`config.mk`:
```
export PLATFORM = sky130hd
export DESIGN_NAME = toy_mem_req_adapter_flat
export DESIGN_NICKNAME = d
export VERILOG_FILES = /design/src/rtl/toy_mem_pkg.sv /design/src/rtl/toy_mem_req_adapter_if.sv /design/src/rtl/toy_resp_fifo.sv /design/src/rtl/toy_mem_req_adapter.sv /design/src/flat_wrapper.sv
export SDC_FILE = /design/constraint.sdc
export NUM_CORES = 1
export LEC_CHECK = 0
export ABC_AREA = 1
export BUFFER_PORTS_ARGS = -buffer_cell sky130_fd_sc_hd__buf_2
export CAP_MARGIN = 30
export CORE_ASPECT_RATIO = 1.4
export CORE_MARGIN = 10
export CORE_UTILIZATION = 46
export CTS_CLUSTER_SIZE = 28
export DETAILED_ROUTE_END_ITERATION = 10
export GPL_TIMING_DRIVEN = 0
export PLACE_DENSITY = 0.82
export SLEW_MARGIN = 20
export SYNTH_ARGS = -nofsm -noshare
export SYNTH_HDL_FRONTEND = slang
export SYNTH_HIERARCHICAL = 1
export SYNTH_SLANG_ARGS = --single-unit
```
`constraint.sdc`:
```
create_clock -name clk -period 5.2 [get_ports clk]
set_input_delay 0 -clock clk [delete_from_list [all_inputs] [get_ports clk]]
set_output_delay 0 -clock clk [all_outputs]
set_load 0.1 [all_outputs]
```
`src/rtl/toy_mem_pkg.sv`:
```
// Shared defaults and request type for the toy memory request adapter.
package toy_mem_pkg;

    localparam int TOY_ADDR_WIDTH = 32;
    localparam int TOY_DATA_WIDTH = 32;

    typedef struct packed {
        logic [TOY_ADDR_WIDTH-1:0]   addr;
        logic                        wr_en;
        logic [TOY_DATA_WIDTH-1:0]   wr_data;
        logic [TOY_DATA_WIDTH/8-1:0] wr_byte_en;
    } toy_mem_req_t;

    // Pointer width that stays legal for a single-entry buffer.
    function automatic int ptr_w(input int depth);
        return (depth > 1) ? $clog2(depth) : 1;
    endfunction

endpackage

```
`src/rtl/toy_mem_req_adapter_if.sv`:
```
// Request, response and memory-side signals of the adapter, with one modport per party.
interface toy_mem_req_adapter_if import toy_mem_pkg::*; #(
    parameter int ADDR_WIDTH = TOY_ADDR_WIDTH,
    parameter int DATA_WIDTH = TOY_DATA_WIDTH
);
    logic                    req_vld;
    logic                    req_rdy;
    logic [ADDR_WIDTH-1:0]   req_addr;
    logic                    req_wr_en;
    logic [DATA_WIDTH-1:0]   req_wr_data;
    logic [DATA_WIDTH/8-1:0] req_wr_byte_en;

    logic                    resp_vld;
    logic                    resp_rdy;
    logic [DATA_WIDTH-1:0]   resp_data;

    logic                    mem_en;
    logic                    mem_wr_en;
    logic [ADDR_WIDTH-1:0]   mem_addr;
    logic [DATA_WIDTH-1:0]   mem_wr_data;
    logic [DATA_WIDTH/8-1:0] mem_wr_byte_en;
    logic [DATA_WIDTH-1:0]   mem_rd_data;

    modport host (
        output req_vld, req_addr, req_wr_en, req_wr_data, req_wr_byte_en, resp_rdy,
        input  req_rdy, resp_vld, resp_data
    );

    modport adapter (
        input  req_vld, req_addr, req_wr_en, req_wr_data, req_wr_byte_en, resp_rdy,
        input  mem_rd_data,
        output req_rdy, resp_vld, resp_data,
        output mem_en, mem_wr_en, mem_addr, mem_wr_data, mem_wr_byte_en
    );

    modport mem (
        input  mem_en, mem_wr_en, mem_addr, mem_wr_data, mem_wr_byte_en,
        output mem_rd_data
    );

endinterface

```
`src/rtl/toy_resp_fifo.sv`:
```
// Response buffer: DEPTH entries, modulo-DEPTH pointers (any DEPTH), push into a full buffer is dropped.
module toy_resp_fifo import toy_mem_pkg::*; #(
    parameter int WIDTH = TOY_DATA_WIDTH,
    parameter int DEPTH = 2
) (
    input  logic                         clk,
    input  logic                         rst_n,
    input  logic                         push,
    input  logic [WIDTH-1:0]             din,
    input  logic                         pop,
    output logic [WIDTH-1:0]             dout,
    output logic                         full,
    output logic                         empty,
    output logic [$clog2(DEPTH+1)-1:0]   count
);
    localparam int PW = ptr_w(DEPTH);
    localparam int CW = $clog2(DEPTH+1);

    logic [PW-1:0]    wr_ptr_q, wr_ptr_d;
    logic [PW-1:0]    rd_ptr_q, rd_ptr_d;
    logic [CW-1:0]    count_q, count_d;
    logic [WIDTH-1:0] data_q [DEPTH];
    logic [WIDTH-1:0] data_d [DEPTH];
    logic             do_push, do_pop;

    function automatic logic [PW-1:0] next_ptr(input logic [PW-1:0] p);
        return (p == PW'(DEPTH-1)) ? '0 : p + PW'(1);
    endfunction

    assign full    = (count_q == CW'(DEPTH));
    assign empty   = (count_q == '0);
    assign count   = count_q;
    assign dout    = data_q[rd_ptr_q];
    assign do_push = push && !full;
    assign do_pop  = pop && !empty;

    always_comb begin
        wr_ptr_d = wr_ptr_q;
        rd_ptr_d = rd_ptr_q;
        count_d  = count_q;
        data_d   = data_q;
        if (do_push) begin
            data_d[wr_ptr_q] = din;
            wr_ptr_d         = next_ptr(wr_ptr_q);
        end
        if (do_pop) rd_ptr_d = next_ptr(rd_ptr_q);
        case ({do_push, do_pop})
            2'b10:   count_d = count_q + CW'(1);
            2'b01:   count_d = count_q - CW'(1);
            default: count_d = count_q;
        endcase
    end

    always_ff @(posedge clk) begin
        if (!rst_n) begin
            wr_ptr_q <= '0;
            rd_ptr_q <= '0;
            count_q  <= '0;
        end else begin
            wr_ptr_q <= wr_ptr_d;
            rd_ptr_q <= rd_ptr_d;
            count_q  <= count_d;
        end
    end

    // Payload needs no reset: count/pointers gate every read of it.
    always_ff @(posedge clk) begin
        data_q <= data_d;
    end

    no_overflow_a: assert property (@(posedge clk) disable iff (!rst_n) !(push && full));

endmodule

```
`src/rtl/toy_mem_req_adapter.sv`:
```
// Request/response adapter in front of a 1-cycle-latency memory with credit-based flow control.
// Define TOY_MEM_ADAPTER_WR_ACK_EN to make every accepted write return a zero-data response.
module toy_mem_req_adapter import toy_mem_pkg::*; #(
    parameter int ADDR_WIDTH = TOY_ADDR_WIDTH,
    parameter int DATA_WIDTH = TOY_DATA_WIDTH,
    parameter int RESP_DEPTH = 2
) (
    input  logic                   clk,
    input  logic                   rst_n,
    toy_mem_req_adapter_if.adapter bus
);
    localparam int CW  = $clog2(RESP_DEPTH+1);
    localparam int CW1 = CW + 1;

    logic                  inflight_q, inflight_d;
    logic                  accept, rsp_needed, push, pop;
    logic                  fifo_empty, unused_fifo_full;
    logic [CW-1:0]         fifo_count;
    logic [CW1-1:0]        credit_used;
    logic [DATA_WIDTH-1:0] push_data;
    logic [DATA_WIDTH-1:0] fifo_dout;

    // Slots committed: buffered + the one arriving from memory, less the one leaving now.
    assign pop         = bus.resp_vld && bus.resp_rdy;
    assign credit_used = {1'b0, fifo_count} + CW1'(inflight_q) - CW1'(pop);
    assign bus.req_rdy = credit_used < CW1'(RESP_DEPTH);

    assign accept             = rst_n && bus.req_vld && bus.req_rdy;
    assign bus.mem_en         = accept;
    assign bus.mem_wr_en      = bus.req_wr_en;
    assign bus.mem_addr       = ADDR_WIDTH'(bus.req_addr);
    assign bus.mem_wr_data    = bus.req_wr_data;
    assign bus.mem_wr_byte_en = bus.req_wr_byte_en;

`ifdef TOY_MEM_ADAPTER_WR_ACK_EN
    logic inflight_wr_q, inflight_wr_d;

    assign rsp_needed = accept;
    assign push_data  = inflight_wr_q ? '0 : bus.mem_rd_data;

    always_comb inflight_wr_d = accept && bus.req_wr_en;

    always_ff @(posedge clk) begin
        if (!rst_n) inflight_wr_q <= 1'b0;
        else        inflight_wr_q <= inflight_wr_d;
    end
`else
    assign rsp_needed = accept && !bus.req_wr_en;
    assign push_data  = bus.mem_rd_data;
`endif

    always_comb inflight_d = rsp_needed;

    always_ff @(posedge clk) begin
        if (!rst_n) inflight_q <= 1'b0;
        else        inflight_q <= inflight_d;
    end

    // Memory data is valid exactly while inflight is set; a reset cycle discards it.
    assign push = inflight_q && rst_n;

    toy_resp_fifo #(
        .WIDTH (DATA_WIDTH),
        .DEPTH (RESP_DEPTH)
    ) u_resp_fifo (
        .clk   (clk),
        .rst_n (rst_n),
        .push  (push),
        .din   (push_data),
        .pop   (pop),
        .dout  (fifo_dout),
        .full  (unused_fifo_full),
        .empty (fifo_empty),
        .count (fifo_count)
    );

    assign bus.resp_vld  = !fifo_empty;
    assign bus.resp_data = fifo_dout;

endmodule

```
`src/flat_wrapper.sv`:
```
// flat-port wrapper written by rule: the top's interface ports become plain ports
module toy_mem_req_adapter_flat import toy_mem_pkg::*;
#(
    parameter int ADDR_WIDTH = TOY_ADDR_WIDTH,
    parameter int DATA_WIDTH = TOY_DATA_WIDTH,
    parameter int RESP_DEPTH = 2
)
  (clk, rst_n, bus_req_vld, bus_req_addr, bus_req_wr_en, bus_req_wr_data, bus_req_wr_byte_en, bus_resp_rdy, bus_mem_rd_data, bus_req_rdy, bus_resp_vld, bus_resp_data, bus_mem_en, bus_mem_wr_en, bus_mem_addr, bus_mem_wr_data, bus_mem_wr_byte_en);
  toy_mem_req_adapter_if #(.ADDR_WIDTH(ADDR_WIDTH), .DATA_WIDTH(DATA_WIDTH)) bus_i ();
  input  logic clk;
  input  logic rst_n;
  input wire logic [$bits(bus_i.req_vld)-1:0] bus_req_vld;
  input wire logic [$bits(bus_i.req_addr)-1:0] bus_req_addr;
  input wire logic [$bits(bus_i.req_wr_en)-1:0] bus_req_wr_en;
  input wire logic [$bits(bus_i.req_wr_data)-1:0] bus_req_wr_data;
  input wire logic [$bits(bus_i.req_wr_byte_en)-1:0] bus_req_wr_byte_en;
  input wire logic [$bits(bus_i.resp_rdy)-1:0] bus_resp_rdy;
  input wire logic [$bits(bus_i.mem_rd_data)-1:0] bus_mem_rd_data;
  output wire logic [$bits(bus_i.req_rdy)-1:0] bus_req_rdy;
  output wire logic [$bits(bus_i.resp_vld)-1:0] bus_resp_vld;
  output wire logic [$bits(bus_i.resp_data)-1:0] bus_resp_data;
  output wire logic [$bits(bus_i.mem_en)-1:0] bus_mem_en;
  output wire logic [$bits(bus_i.mem_wr_en)-1:0] bus_mem_wr_en;
  output wire logic [$bits(bus_i.mem_addr)-1:0] bus_mem_addr;
  output wire logic [$bits(bus_i.mem_wr_data)-1:0] bus_mem_wr_data;
  output wire logic [$bits(bus_i.mem_wr_byte_en)-1:0] bus_mem_wr_byte_en;
  assign bus_i.req_vld = bus_req_vld;
  assign bus_i.req_addr = bus_req_addr;
  assign bus_i.req_wr_en = bus_req_wr_en;
  assign bus_i.req_wr_data = bus_req_wr_data;
  assign bus_i.req_wr_byte_en = bus_req_wr_byte_en;
  assign bus_i.resp_rdy = bus_resp_rdy;
  assign bus_i.mem_rd_data = bus_mem_rd_data;
  assign bus_req_rdy = bus_i.req_rdy;
  assign bus_resp_vld = bus_i.resp_vld;
  assign bus_resp_data = bus_i.resp_data;
  assign bus_mem_en = bus_i.mem_en;
  assign bus_mem_wr_en = bus_i.mem_wr_en;
  assign bus_mem_addr = bus_i.mem_addr;
  assign bus_mem_wr_data = bus_i.mem_wr_data;
  assign bus_mem_wr_byte_en = bus_i.mem_wr_byte_en;
  toy_mem_req_adapter #(.ADDR_WIDTH(ADDR_WIDTH), .DATA_WIDTH(DATA_WIDTH), .RESP_DEPTH(RESP_DEPTH)) u_core (.clk(clk), .rst_n(rst_n), .bus(bus_i));
endmodule
```
# Word level (Yosys, flattened, before mapping)

Cells that the tools add are included.

Register bits: 69
Input port bits: 105
Output and inout port bits: 104
Logic and storage cells: 43

Add/sub/neg operators: 6
$lt $le $gt $ge: 4
Eq/ne operators: 3
Multiplexer cells: 9
Bitwise gates (word level): 2
Reduce and logical (&&, ||, !) cells: 13

Operators with widths:

| kind                                                                  | count |
|---|---|
| 32-bit two-way mux                                                    | 4 |
| 64-bit bitwise mux                                                    | 1 |
| 32-bit demux with 1-bit select                                        | 1 |
| 1-bit logical AND                                                     | 8 |
| 2-bit equality test, second input constant                            | 2 |
| 2-bit >= comparator, second input constant                            | 2 |
| 1-bit NOT with 2-bit output                                           | 2 |
| 2-bit case mux with 2 select lines                                    | 1 |
| 2-bit by 1-bit adder with 3-bit output                                | 1 |
| 1-bit zero test                                                       | 3 |
| 3-bit by 2-bit < comparator with 1-bit output, second input constant  | 1 |
| 3-bit by 1-bit subtractor with 3-bit output                           | 1 |
| 1-bit adder, second input constant                                    | 2 |
| 2-bit by 1-bit adder with 2-bit output, second input constant         | 1 |
| 2-bit by 1-bit equality test with 1-bit output, second input constant | 1 |
| 2-bit zero test                                                       | 1 |
| 2-bit by 1-bit < comparator with 1-bit output, second input constant  | 1 |
| 1-bit two-way mux                                                     | 2 |
| 2-bit nonzero test                                                    | 1 |
| 2-bit by 1-bit subtractor with 2-bit output, second input constant    | 1 |

# Longest topological paths before layout

Gate-level depths: netlist of run 1.

Depth after elaboration: 7
Mapped depth: 11

# Hierarchy

The synthesis of run 1 kept the hierarchy.

Modules (own cells, without submodules):

| module              | times used | cells an instance | area an instance (um2) | seq. area each (um2) |
|---|---|---|---|---|
| toy_resp_fifo       | 1          | 204               | 2575.0                 | 2001.9 |
| toy_mem_req_adapter | 1          | 92                | 660.6                  | 20.0 |

# Least setup slack after synthesis of run 1

Ideal clock, no wire load.

Kind: register -> output
From: register u_core.u_resp_fifo.count_q[1], in the netlist u_core/u_resp_fifo/count[1]
To: output port bus_req_rdy
Data arrival time: 2.949 ns
Data required time: 5.200 ns
Path slack: 2.251 ns
Stages on the path, launching flop included: 8
Cell sequence: dfxtp_1 nor2_2 nor2_1 ha_1 nor2_1 fa_1 a21o_2 nor2_1

Longest elaborated chain between the ends: 5
Elaborated cells between the ends (all ways): 6

RTL lines:

| what                                          | line                      | text |
|---|---|---|
| start: declaration                            | toy_resp_fifo.sv:21       | `logic [CW-1:0] count_q, count_d;` |
| start signal: assignment                      | toy_resp_fifo.sv:62       | `count_q <= count_d;` |
| 2-bit zero test                               | toy_resp_fifo.sv:31       | `assign empty = (count_q == '0);` |
| net u_core.fifo_empty                         | toy_mem_req_adapter.sv:17 | `logic fifo_empty, unused_fifo_full;` |
| 1-bit zero test                               | toy_mem_req_adapter.sv:77 | `assign bus.resp_vld = !fifo_empty;` |
| 1-bit logical AND                             | toy_mem_req_adapter.sv:24 | `assign pop = bus.resp_vld && bus.resp_rdy;` |
| net u_core.pop                                | toy_mem_req_adapter.sv:16 | `logic accept, rsp_needed, push, pop;` |
| 3-bit by 1-bit subtractor with 3-bit output   | toy_mem_req_adapter.sv:25 | `assign credit_used = {1'b0, fifo_count} + CW1'(inflight_q) - CW1'(pop);` |
| 3-bit by 2-bit < comparator with 1-bit output | toy_mem_req_adapter.sv:26 | `assign bus.req_rdy = credit_used < CW1'(RESP_DEPTH);` |
| end: declaration                              | flat_wrapper.sv:19        | `output wire logic [$bits(bus_i.req_rdy)-1:0] bus_req_rdy;` |

The timed path passes the listed nets, and every way through them passes these cells.

# Final worst setup path of run 1

From: register u_core.u_resp_fifo.count_q[1], in the netlist u_core/u_resp_fifo/count[1]
To: output port bus_mem_en

Longest elaborated chain between the ends: 6
Elaborated cells between the ends (all ways): 7

RTL lines:

| what                                          | line                      | text |
|---|---|---|
| 2-bit zero test                               | toy_resp_fifo.sv:31       |  |
| net u_core.fifo_empty                         | toy_mem_req_adapter.sv:17 |  |
| 1-bit zero test                               | toy_mem_req_adapter.sv:77 |  |
| 1-bit logical AND                             | toy_mem_req_adapter.sv:24 |  |
| net u_core.pop                                | toy_mem_req_adapter.sv:16 |  |
| 3-bit by 1-bit subtractor with 3-bit output   | toy_mem_req_adapter.sv:25 |  |
| 3-bit by 2-bit < comparator with 1-bit output | toy_mem_req_adapter.sv:26 |  |
| 1-bit logical AND                             | toy_mem_req_adapter.sv:28 | `assign accept = rst_n && bus.req_vld && bus.req_rdy;` |
| end: declaration                              | flat_wrapper.sv:22        | `output wire logic [$bits(bus_i.mem_en)-1:0] bus_mem_en;` |

The timed path passes the listed nets, and every way through them passes these cells.

==> reports/qor.yml, run 1 <==
status: "complete, no violations"
holdWs_ns: 0.136
synth.yosys.seq_area_share_pct: 62.5
antenna_found_initial: 0
drive_above_1_share_pct: 50.6
seq_area_um2: 2020
cts_buffer_depth: 2
switchingPower_mw: 0.504
cpMostUsedCell: "nor2_1"
layout.nets: 591
synth_area_per_cell_um2: 10.9
syn-num-nets: 404
wire_per_inst_um: 18.0
yosysUniqueCellTypes: 20
fill_cells: 525
cpPeakStageDelay_ns: 0.46
p_sw_share_pct: 33.1
drv_cap: 0
track_usage_pct: 18.9
grt_pass1_vias: 2711
grt_max_degree: 33
combinationalPowerShare_pct: 26.1
rows: 36
cp_cell_sequence: "nor2_2, nor2_1, ha_1, nor2_1, fa_1, a21oi_1, nand3_2, inv_1, buf_2"
numCtsBuffers: 9
ios: 209
min-delay-start: "bus_resp_rdy"
via_count: 2569
start_util_pct: 46.9
irDropWorstVdd_uv: 212
die_x_um: 90.9
portBuffers: 140
cts_htree_levels: 3
place_inst: 532
slew_headroom_pct: 52.1
grt_setup_unrepaired: "false"
min_path_type: "in2reg"
dpl_cell_area_um2: 4090
hpwl_mm: 8.10
worst_pin_slew_ns: 0.717
grt_overflow_total: 0
clock.fmax_ghz: 0.358
cellLeakagePower_nw: 2.24
finClkSkew_ns: 0.00832
routed_wl_mm: 10.5
multi_input_area_um2: 589
setup_tns_ns: 0
synth_warnings: 6
stdcell_area_um2: 4680
critPathLaunchType: "register"
antenna_cells: 0
root_buffer: "clkbuf_8"
syn_area_um2: 3240
fin_crit_sh_pct: 53.7
coreArea_um2: 6890
die_h_um: 119
slowest_stage: "fa_1"
grt_pass1_wl_mm: 15.5
clk-insertion-delay-late_ns: 0.34
required_ns: 5.20
ant_nets: 0
drcViolationCount: 0
viasPerCell: 4.41
tritoncts: "built"
gp_congestion: 0.919
timing.rr.start: "u_core/u_resp_fifo/count[1]"
p_int_mw: 1.02
criticalPathCategory: "reg2out"
instances_no_fill: 583
endpoint_kind: "primary output"
synth_seq_cells: 69
critPathLaunch: "u_core/u_resp_fifo/count[1]"
clockPowerShare_pct: 33.5
cts_setup_buffers: 0
firstDrtPassIters: 4
path_clk_slew_ns: 0.07
area_growth_syn_to_layout_pct: 44.6
p_seq_share_pct: 40.5
arrival_ns: 2.79
min_period_ns: 2.79
drtIter0Drc: 147
slew_violations: 0
cts_num_sinks: 69
dieArea_um2: 10800
crit_fanout: 8
cts_resized: 0
power_density_nw_per_um2: 326
finalHoldViolations: 0
setup_viol: 0
hold_buffers: 35
syn_inst: 296
-- final timing paths --
check,slack (ns),end,depth (start not counted)
max,2.41,bus_mem_en,9
min,0.14,u_core/u_resp_fifo/rd_ptr_q,6
min reg2reg,0.60,u_core/u_resp_fifo/wr_ptr_q,2
max reg2reg,2.55,u_core/inflight_q,9
-- power by group through the flow --
stage,Combinational [mW],Clock (mW),Sequential (mW)
final,0.397,0.510,0.616
after global routing,0.410,0.547,0.616
after CTS,0.398,0.520,0.616
after detailed placement,0.377,0,0.628
after global placement,0.371,0,0.628
after floorplan,0.316,0,0.628
-- cells in the final DEF (no fill, tap or decap), types with 5 or more instances in the layout --
cell type      netlist  routed
dlygate4sd3_1        0      35
edfxtp_1            64      64
dfxtp_1              5       5
clkbuf_8             0       9
buf_2                4     144
buf_4               72      72
inv_1               16      15
nor2_1              11      10
nand2_1            103     103
-- worst max-delay path, delay by kind of cell, from the launching register on --
family          cells  cell delay (ns)
fa+ha+maj           2             0.76
simple gates        4             0.62
buf+inv             2             0.49
flops               1             0.39
compound gates      1             0.18
-- cell usage after synthesis, drive strengths merged --
cell | instances | area share [%]
nand2 | 104 | 12
buf | 76 | 17
edfxtp | 64 | 59
inv | 19 | 2.2
nor2 | 17 | 2.9
dfxtp | 5 | 3.1
a21oi | 2 | 0.31
ha | 2 | 0.77
o21ai | 2 | 0.31
a21o | 1 | 0.27
fa | 1 | 0.62
nand3 | 1 | 0.31
nand4 | 1 | 0.19
nor3 | 1 | 0.15
-- routing by layer --
metal  part of all wire [%]  up-vias  global-route usage, %
li1                       -     1252                      -
met1                     34     1164                   18.3
met2                     54      140                   34.5
met3                     10       13                   8.61
met4                    1.7        0                   6.39
met5                      0        -                      0
-- per-stage QoR --
| stage | worst slack [ns] | util, % | power [mW] |
|---|---|---|---|
| 4_1_cts | 2.41 | 67.9 | 1.53 |
| 6_report | 2.41 | 67.9 | 1.52 |
| 3_5_place_dp | 2.81 | 59.4 | 1.01 |
| 3_3_place_gp | 2.04 | 58.8 | 1.00 |
| 2_1_floorplan | 2.25 | - | 0.944 |
| 5_1_grt | 2.28 | 67.9 | 1.57 |
-- flip-flops by register name (all words and copies together) (netlist names) --
register and count:
u_core/inflight_q 1, u_core/u_resp_fifo/count 2, u_core/u_resp_fifo/data_q 64, u_core/u_resp_fifo/rd_ptr_q 1, u_core/u_resp_fifo/wr_ptr_q 1
-- final cells by class --
| type | instances | area share [%] |
|---|---|---|
| Clock buffer | 9 | 2.65 |
| Multi-Input combinational cell | 132 | 12.6 |
| Timing Repair Buffer | 176 | 23.1 |
| Inverter | 19 | 1.52 |
| Clock inverter | 7 | 2.43 |
| Buffer | 76 | 12.0 |
| Sequential cell | 69 | 43.2 |
| Tap cell | 95 | 2.54 |
-- kinds of logic after synthesis --
logic type	after synthesis	share of synthesized area (%)
buffers and inverters	95	19.5
AOI/OAI and AO/OA	5	0.889
DFF	69	62.5
adders and majority gates	3	1.39
and+or+nand+nor	124	15.7
Power figures use the tool's default switching activity.
==> run 2, diff against run 1 <==
--- a/config.mk
+++ b/config.mk
@@ -5,16 +5,16 @@
 export SDC_FILE = /design/constraint.sdc
 export NUM_CORES = 1
 export LEC_CHECK = 0
-export ABC_AREA = 1
+export ABC_AREA = 0
 export BUFFER_PORTS_ARGS = -buffer_cell sky130_fd_sc_hd__buf_2
 export CAP_MARGIN = 30
 export CORE_ASPECT_RATIO = 1.4
 export CORE_MARGIN = 10
-export CORE_UTILIZATION = 46
+export CORE_UTILIZATION = 42
 export CTS_CLUSTER_SIZE = 28
 export DETAILED_ROUTE_END_ITERATION = 10
 export GPL_TIMING_DRIVEN = 0
-export PLACE_DENSITY = 0.82
+export PLACE_DENSITY = 0.76
 export SLEW_MARGIN = 20
 export SYNTH_ARGS = -nofsm -noshare
 export SYNTH_HDL_FRONTEND = slang
==> constraint.sdc (replaced) <==
create_clock -name clk -period 2.9 [get_ports clk]
set_input_delay 0 -clock clk [delete_from_list [all_inputs] [get_ports clk]]
set_output_delay 0 -clock clk [all_outputs]
set_load 0.1 [all_outputs]
==> run 2 against run 1 <==
Against the previous run:
- synthesized cell count is 29% lower
- highest routed layer unchanged
- critical path type unchanged
- die area is 5.1% higher
- synthesized area is 2.9% lower
==> reports/qor.yml, run 2 <==
status: "complete, no violations"  # unchanged
grt_max_degree: 33  # unchanged
cts_num_sinks: 69  # unchanged
coreArea_um2: 7310  # was 6890 um^2
dieArea_um2: 11400  # was 10,800 um^2
routed_wl_mm: 8.59  # was 10.5 mm
cts_buffer_depth: 2  # unchanged
top_layer_used: "met4"  # unchanged
finalHoldViolations: 0  # unchanged
drtIter0Drc: 79  # was 147
numCtsBuffers: 9  # unchanged
ant_nets: 0  # unchanged
timing.rr.start: "u_core/u_resp_fifo/count[1]"  # unchanged
arrival_ns: 2.65  # was 2.79 ns
portBuffers: 140  # unchanged
cellLeakagePower_nw: 1.99  # was 2.24 nW
synth_area_per_cell_um2: 15.0  # was 10.9 um^2
cts_setup_buffers: 0  # unchanged
wl_met1_mm: 2.82  # was 3.60 mm
path_clk_slew_ns: 0.07  # about the same
clk-insertion-delay-late_ns: 0.34  # about the same
power_density_nw_per_um2: 563  # was 326 nW/um^2
drive_above_1_share_pct: 62.6  # was 50.6%
layout.nets: 504  # was 591
synth.area.top_cells: "edfxtp_1, buf_4, mux2_2, mux2_1, dfxtp_1"  # was edfxtp_1, buf_4, nand2_1, dfxtp_1, inv_1
cts_htree_levels: 3  # unchanged
track_usage_pct: 14.5  # was 18.9%
seq_area_um2: 2020  # unchanged
slew_violations: 0  # unchanged
area_growth_syn_to_layout_pct: 44.8  # was 44.6%
route.met2.wl_mm: 4.57  # was 5.63 mm
required_ns: 2.90  # was 5.20 ns
rrSetupSlack_ns: 0.37  # was 2.55 ns
die_h_um: 122  # was 119 um
finClkSkew_ns: 0.0151  # was 0.00832 ns
drv_cap: 0  # unchanged
grt_setup_unrepaired: "false"  # unchanged
synth.top_cell.area_share_pct: 61.1  # was 59.4%
grt_pass1_wl_mm: 12.8  # was 15.5 mm
final_common_cell: "buf_2"  # unchanged
crit_end: "bus_mem_en"  # unchanged
irDropWorstVdd_uv: 376  # was 212 uV
min_path_type: "in2reg"  # unchanged
setup_tns_ns: 0  # unchanged
antenna_found_initial: 0  # unchanged
firstDrtPassIters: 4  # unchanged
reg2reg_depth: 7  # was 9
worst_pin_slew_ns: 0.739  # was 0.717 ns
yosysUniqueCellTypes: 25  # was 20
synth_seq_cells: 69  # unchanged
root_buffer: "clkbuf_8"  # unchanged
min_path_cells: 5  # was 6
final_core_util_pct: 62.2  # was 67.9%
largest_register_ffs: 64  # unchanged
route.met3.wl_mm: 1.05  # was 1.08 mm
critPathLaunchType: "register"  # unchanged
synth_common_cells: "buf_4, edfxtp_1, mux2_2"  # was nand2_1, buf_4, edfxtp_1
power.total_mw: 2.56  # was 1.52 mW
holdWs_ns: 0.229  # was 0.136 ns
ios: 209  # unchanged
min_period_ns: 2.65
synth.yosys.seq_area_share_pct: 64.3  # was 62.5%
start_util_pct: 43.0  # was 46.9%
die_x_um: 93.1  # was 90.9 um
antenna_cells: 0  # unchanged
grt_pass1_vias: 2397  # was 2,711
hold_buffers: 35  # unchanged
tritoncts: "built"  # unchanged
hpwl_mm: 6.66  # was 8.10 mm
synthFlopType: "edfxtp_1"  # unchanged
syn-num-nets: 317  # was 404
final_cell_mix: "buf_2, buf_4, edfxtp_1"  # was buf_2, nand2_1, buf_4
endpoint_kind: "primary output"  # unchanged
cts_resized: 0  # unchanged
synth_warnings: 6  # unchanged
syn_inst: 209  # was 296
slew_headroom_pct: 50.6  # was 52.1%
viasPerCell: 4.37  # was 4.41
multi_input_area_um2: 561  # was 589 um^2
regMostFlops: "u_core/u_resp_fifo/data_q"  # unchanged
gp_congestion: 0.764  # was 0.919
fin_crit_sh_pct: 91.3
timing.rr.end: "u_core/inflight_q"  # unchanged
clock.fmax_ghz: 0.378
via_count: 2178  # was 2,569
grt_overflow_total: 0  # unchanged
syn_area_um2: 3140  # was 3240 um^2
critPathLaunch: "u_core/u_resp_fifo/count[1]"  # unchanged
fill_cells: 578  # was 525
synth_area_leader_cell: "edfxtp_1"  # unchanged
criticalPathCategory: "reg2out"  # unchanged
setup_viol: 0  # unchanged
wire_per_inst_um: 17.2  # was 18.0 um
rows: 37  # was 36
drcViolationCount: 0  # unchanged
yosysMostFrequentCell: "buf_4"  # was nand2_1
synth_edf_count: 64  # unchanged
crit_fanout: 7  # was 8
async_reset_ff_share_pct: 0  # unchanged
run 2: worst max-delay path: stages (launching register included):
cell and delay (ns):
dfxtp_1 0.46, nor2_1 0.10, nor2b_1 0.17, ha_1 0.25
nor2b_1 0.14, fa_1 0.49, nor3_2 0.22, buf_2 0.45
run 2: worst min path at each step:
stage	from	endpoint	slack [ns]
6_report	bus_resp_rdy	u_core/u_resp_fifo/rd_ptr_q	0.23
3_5_place_dp	bus_mem_rd_data[31]	u_core/u_resp_fifo/data_q[31]	0.19
5_1_grt	bus_resp_rdy	u_core/u_resp_fifo/rd_ptr_q	0.28
2_1_floorplan	bus_req_wr_en	u_core/inflight_q	0.07
4_1_cts	bus_resp_rdy	u_core/u_resp_fifo/rd_ptr_q	0.21
3_3_place_gp	bus_mem_rd_data[14]	u_core/u_resp_fifo/data_q[14]	0.19
run 2: cells by family after synthesis:
logic type | synth area share, %
buffers and inverters | 18.0
adders and majority gates | 1.43
and+or+nand+nor | 2.75
xor gates and xnor gates | 1.11
muxes | 11.5
AOI/OAI and AO/OA | 0.876
DFF | 64.3
run 2: area by class of cell:
class	count	area share [%]
buffer	73	11.8
clock buffer	11	3.11
clock inverter	5	1.32
inverter	8	0.660
multi-input combinational	59	12.3
sequential	69	44.4
tap	97	2.67
timing repair buffer	176	23.7
run 2: where the power goes:
group / internal, mW / switching (mW)
sequential: 1.10 / 0.00385
clock: 0.422 / 0.356
combinational: 0.156 / 0.526
total: 1.68 / 0.886
run 2: through the flow:
stage | setup slack, ns | cell area [um^2] | instances
floorplan | 0.133 | 3150 | 209
global placement | 0.544 | 3970 | 446
detailed placement | 0.633 | 4000 | 447
CTS | 0.211 | 4550 | 498
global route | 0.0551 | 4550 | 498
finish | 0.254 | 4550 | 498
run 2: routing by layer:
layer,GRT usage [%],up-vias
met3,8.06,15
li1,-,1037
met2,26.9,132
met4,5.51,0
met1,12.5,994
met5,0,-
==> run 3, diff against run 2 <==
==> constraint.sdc (replaced) <==
create_clock -name clk -period 2.9 [get_ports clk]
set_input_delay 0 -clock clk [delete_from_list [all_inputs] [get_ports clk]]
set_output_delay 0 -clock clk [all_outputs]
set_load 0.01 [all_outputs]
==> run 3 against run 2 <==
Against the previous run:
- cell area fell by 1.3%
- count of clock-buffer cells in the layout stayed put
- combinational power down 62%
- critical path depth unchanged
- maximum frequency grew 3.1%
- non-clock buffer count is the same
- cell count is 0.20% lower
- largest cell class unchanged
- highest routed layer unchanged
==> reports/qor.yml, run 3 (synthesis results as in run 2) <==
criticalPathCategory: "reg2reg"  # was reg2out
cts_num_sinks: 69  # unchanged
antenna_found_initial: 0  # unchanged
final_cell_mix: "buf_2, buf_4, edfxtp_1"  # unchanged
cts_htree_levels: 3  # unchanged
drcViolationCount: 0  # unchanged
area_growth_syn_to_layout_pct: 42.9  # was 44.8%
root_buffer: "clkbuf_8"  # unchanged
largest_register_ffs: 64  # unchanged
drive_above_1_share_pct: 61.3  # was 62.6%
via_count: 2180  # was 2,178
start_util_pct: 43.0  # unchanged
crit_fanout: 7  # unchanged
grt_setup_unrepaired: "false"  # unchanged
min_period_ns: 2.57  # was 2.65 ns
grt_max_degree: 33  # unchanged
die_h_um: 122  # unchanged
dieArea_um2: 11400  # unchanged
p_int_mw: 1.55  # was 1.68 mW
coreArea_um2: 7310  # unchanged
rrSetupSlack_ns: 0.33  # was 0.37 ns
grt_overflow_total: 0  # unchanged
die_x_um: 93.1  # unchanged
ios: 209  # unchanged
routed_wl_mm: 8.81  # was 8.59 mm
crit_end: "u_core/inflight_q"  # was bus_mem_en
slew_headroom_pct: 50.9  # was 50.6%
critPathLaunchType: "register"  # unchanged
p_seq_share_pct: 55.8  # was 43.0%
rows: 37  # unchanged
p_sw_share_pct: 21.5  # was 34.6%
combinationalPowerShare_pct: 13.2  # was 26.6%
timing.rr.end: "u_core/inflight_q"  # unchanged
cpPeakStageDelay_ns: 0.57  # was 0.49 ns
cellLeakagePower_nw: 1.97  # was 1.99 nW
grt_pass1_vias: 2343  # was 2,397
path_clk_slew_ns: 0.06  # was 0.07 ns
slowest_stage: "dlygate4sd3_1"  # was fa_1
clock.fmax_ghz: 0.389  # was 0.378 GHz
cp_cell_sequence: "nor2_1, nor2b_1, ha_1, nor2b_1, fa_1, nor4_2, dlygate4sd3_1"  # was nor2_1, nor2b_1, ha_1, nor2b_1, fa_1, nor3_2, buf_2
endpoint_kind: "register"  # was primary output
status: "complete, no violations"  # unchanged
setup_viol: 0  # unchanged
hpwl_mm: 6.69  # was 6.66 mm
irDropWorstVdd_uv: 414  # was 376 uV
cts_setup_buffers: 0  # unchanged
critical_path_buf_inv_count: 1  # unchanged
setup_tns_ns: 0  # unchanged
ant_nets: 0  # unchanged
cts_resized: 0  # unchanged
worst_pin_slew_ns: 0.736  # was 0.739 ns
critPathLaunch: "u_core/u_resp_fifo/count[1]"  # unchanged
drv_cap: 0  # unchanged
layout.nets: 504  # unchanged
gp_congestion: 0.785  # was 0.764
track_usage_pct: 14.9  # was 14.5%
antenna_cells: 0  # unchanged
min_path_type: "in2out"  # was in2reg
grt_pass1_wl_mm: 13.0  # was 12.8 mm
clockPowerShare_pct: 31.0  # was 30.4%
fin_crit_sh_pct: 88.5  # was 91.3%
regMostFlops: "u_core/u_resp_fifo/data_q"  # unchanged
finClkSkew_ns: 0.00648  # was 0.0151 ns
cpMostUsedCell: "nor2b_1"  # unchanged
arrival_ns: 2.85  # was 2.65 ns
place_ws_ns: 0.904  # was 0.633 ns
clk-insertion-delay-late_ns: 0.34  # about the same
drtIter0Drc: 75  # was 79
switchingPower_mw: 0.426  # was 0.886 mW
final_common_cell: "buf_2"  # unchanged
viasPerCell: 4.39  # was 4.37
setup_slack_ns: 0.332  # was 0.254 ns
tritoncts: "built"  # unchanged
wire_per_inst_um: 17.7  # was 17.2 um
finalHoldViolations: 0  # unchanged
firstDrtPassIters: 4  # unchanged
path_delay_family: "adder cells"  # unchanged
portBuffers: 140  # unchanged
crit_cells: 7  # unchanged
power_density_nw_per_um2: 440  # was 563 nW/um^2
timing.rr.start: "u_core/u_resp_fifo/count[1]"  # unchanged
cts_buffer_depth: 2  # unchanged
final_core_util_pct: 61.4  # was 62.2%
required_ns: 3.18  # was 2.90 ns
slew_violations: 0  # unchanged
reg2reg_depth: 7  # unchanged
numCtsBuffers: 9  # unchanged
run 3: final cells by class:
type,count,area [um^2]
Clock inverter,4,16.3
Tap cell,97,121
Sequential cell,69,2020
Fill cell,573,2820
Clock buffer,11,131
Timing Repair Buffer,176,1080
Multi-Input combinational cell,59,556
Buffer,73,537
Inverter,8,30.0
run 3: stage by stage:
step	power [mW]	hold slack [ns]	cells	instance area, um^2
3_5_place_dp	1.35	0.189	447	3990
6_report	1.98	0.186	497	4490
5_1_grt	2.06	0.195	497	4490
2_1_floorplan	1.25	0.0735	209	3140
4_1_cts	2.00	0.189	497	4490
3_3_place_gp	1.34	0.188	446	3970
run 3: worst register-to-register path: stages (launching register included):
cell and delay (ns):
dfxtp_1 0.48, nor2_1 0.11, nor2b_1 0.19, ha_1 0.26
nor2b_1 0.14, fa_1 0.48, nor4_2 0.29, dlygate4sd3_1 0.57
run 3: power groups by stage:
| stage | Clock (mW) | Sequential, mW | Combinational, mW |
|---|---|---|---|
| global placement | 0 | 1.12 | 0.220 |
| floorplan | 0 | 1.12 | 0.126 |
| finish | 0.613 | 1.10 | 0.261 |
| global route | 0.667 | 1.10 | 0.285 |
| detailed placement | 0 | 1.13 | 0.226 |
| CTS | 0.636 | 1.10 | 0.264 |
run 3: timing repair:
item                                    4_1_cts  5_1_grt
endpoints found under the hold margin        69        0
hold buffers                                 35        0
endpoints found under the setup margin        0        0
run 3: how the worst min path moves through the flow:
stage | start | end | slack [ns] | cells past startpoint
6_report | bus_req_addr[25] | bus_mem_addr[25] | 0.19 | 2
5_1_grt | bus_req_wr_data[2] | bus_mem_wr_data[2] | 0.20 | 2
4_1_cts | bus_req_wr_data[2] | bus_mem_wr_data[2] | 0.19 | 2
3_5_place_dp | bus_req_wr_data[2] | bus_mem_wr_data[2] | 0.19 | 2
3_3_place_gp | bus_mem_rd_data[14] | u_core/u_resp_fifo/data_q[14] | 0.19 | 1
2_1_floorplan | bus_req_wr_en | u_core/inflight_q | 0.07 | 1
run 3: layer usage:
layer	GRT usage (%)	up-vias	share of wire, %	wire length, um
li1	-	1035	-	-
met2	27.3	136	54	4750
met3	7.27	14	13	1140
met4	8.12	0	2.2	190
met1	12.8	995	31	2730
met5	0	-	0	0
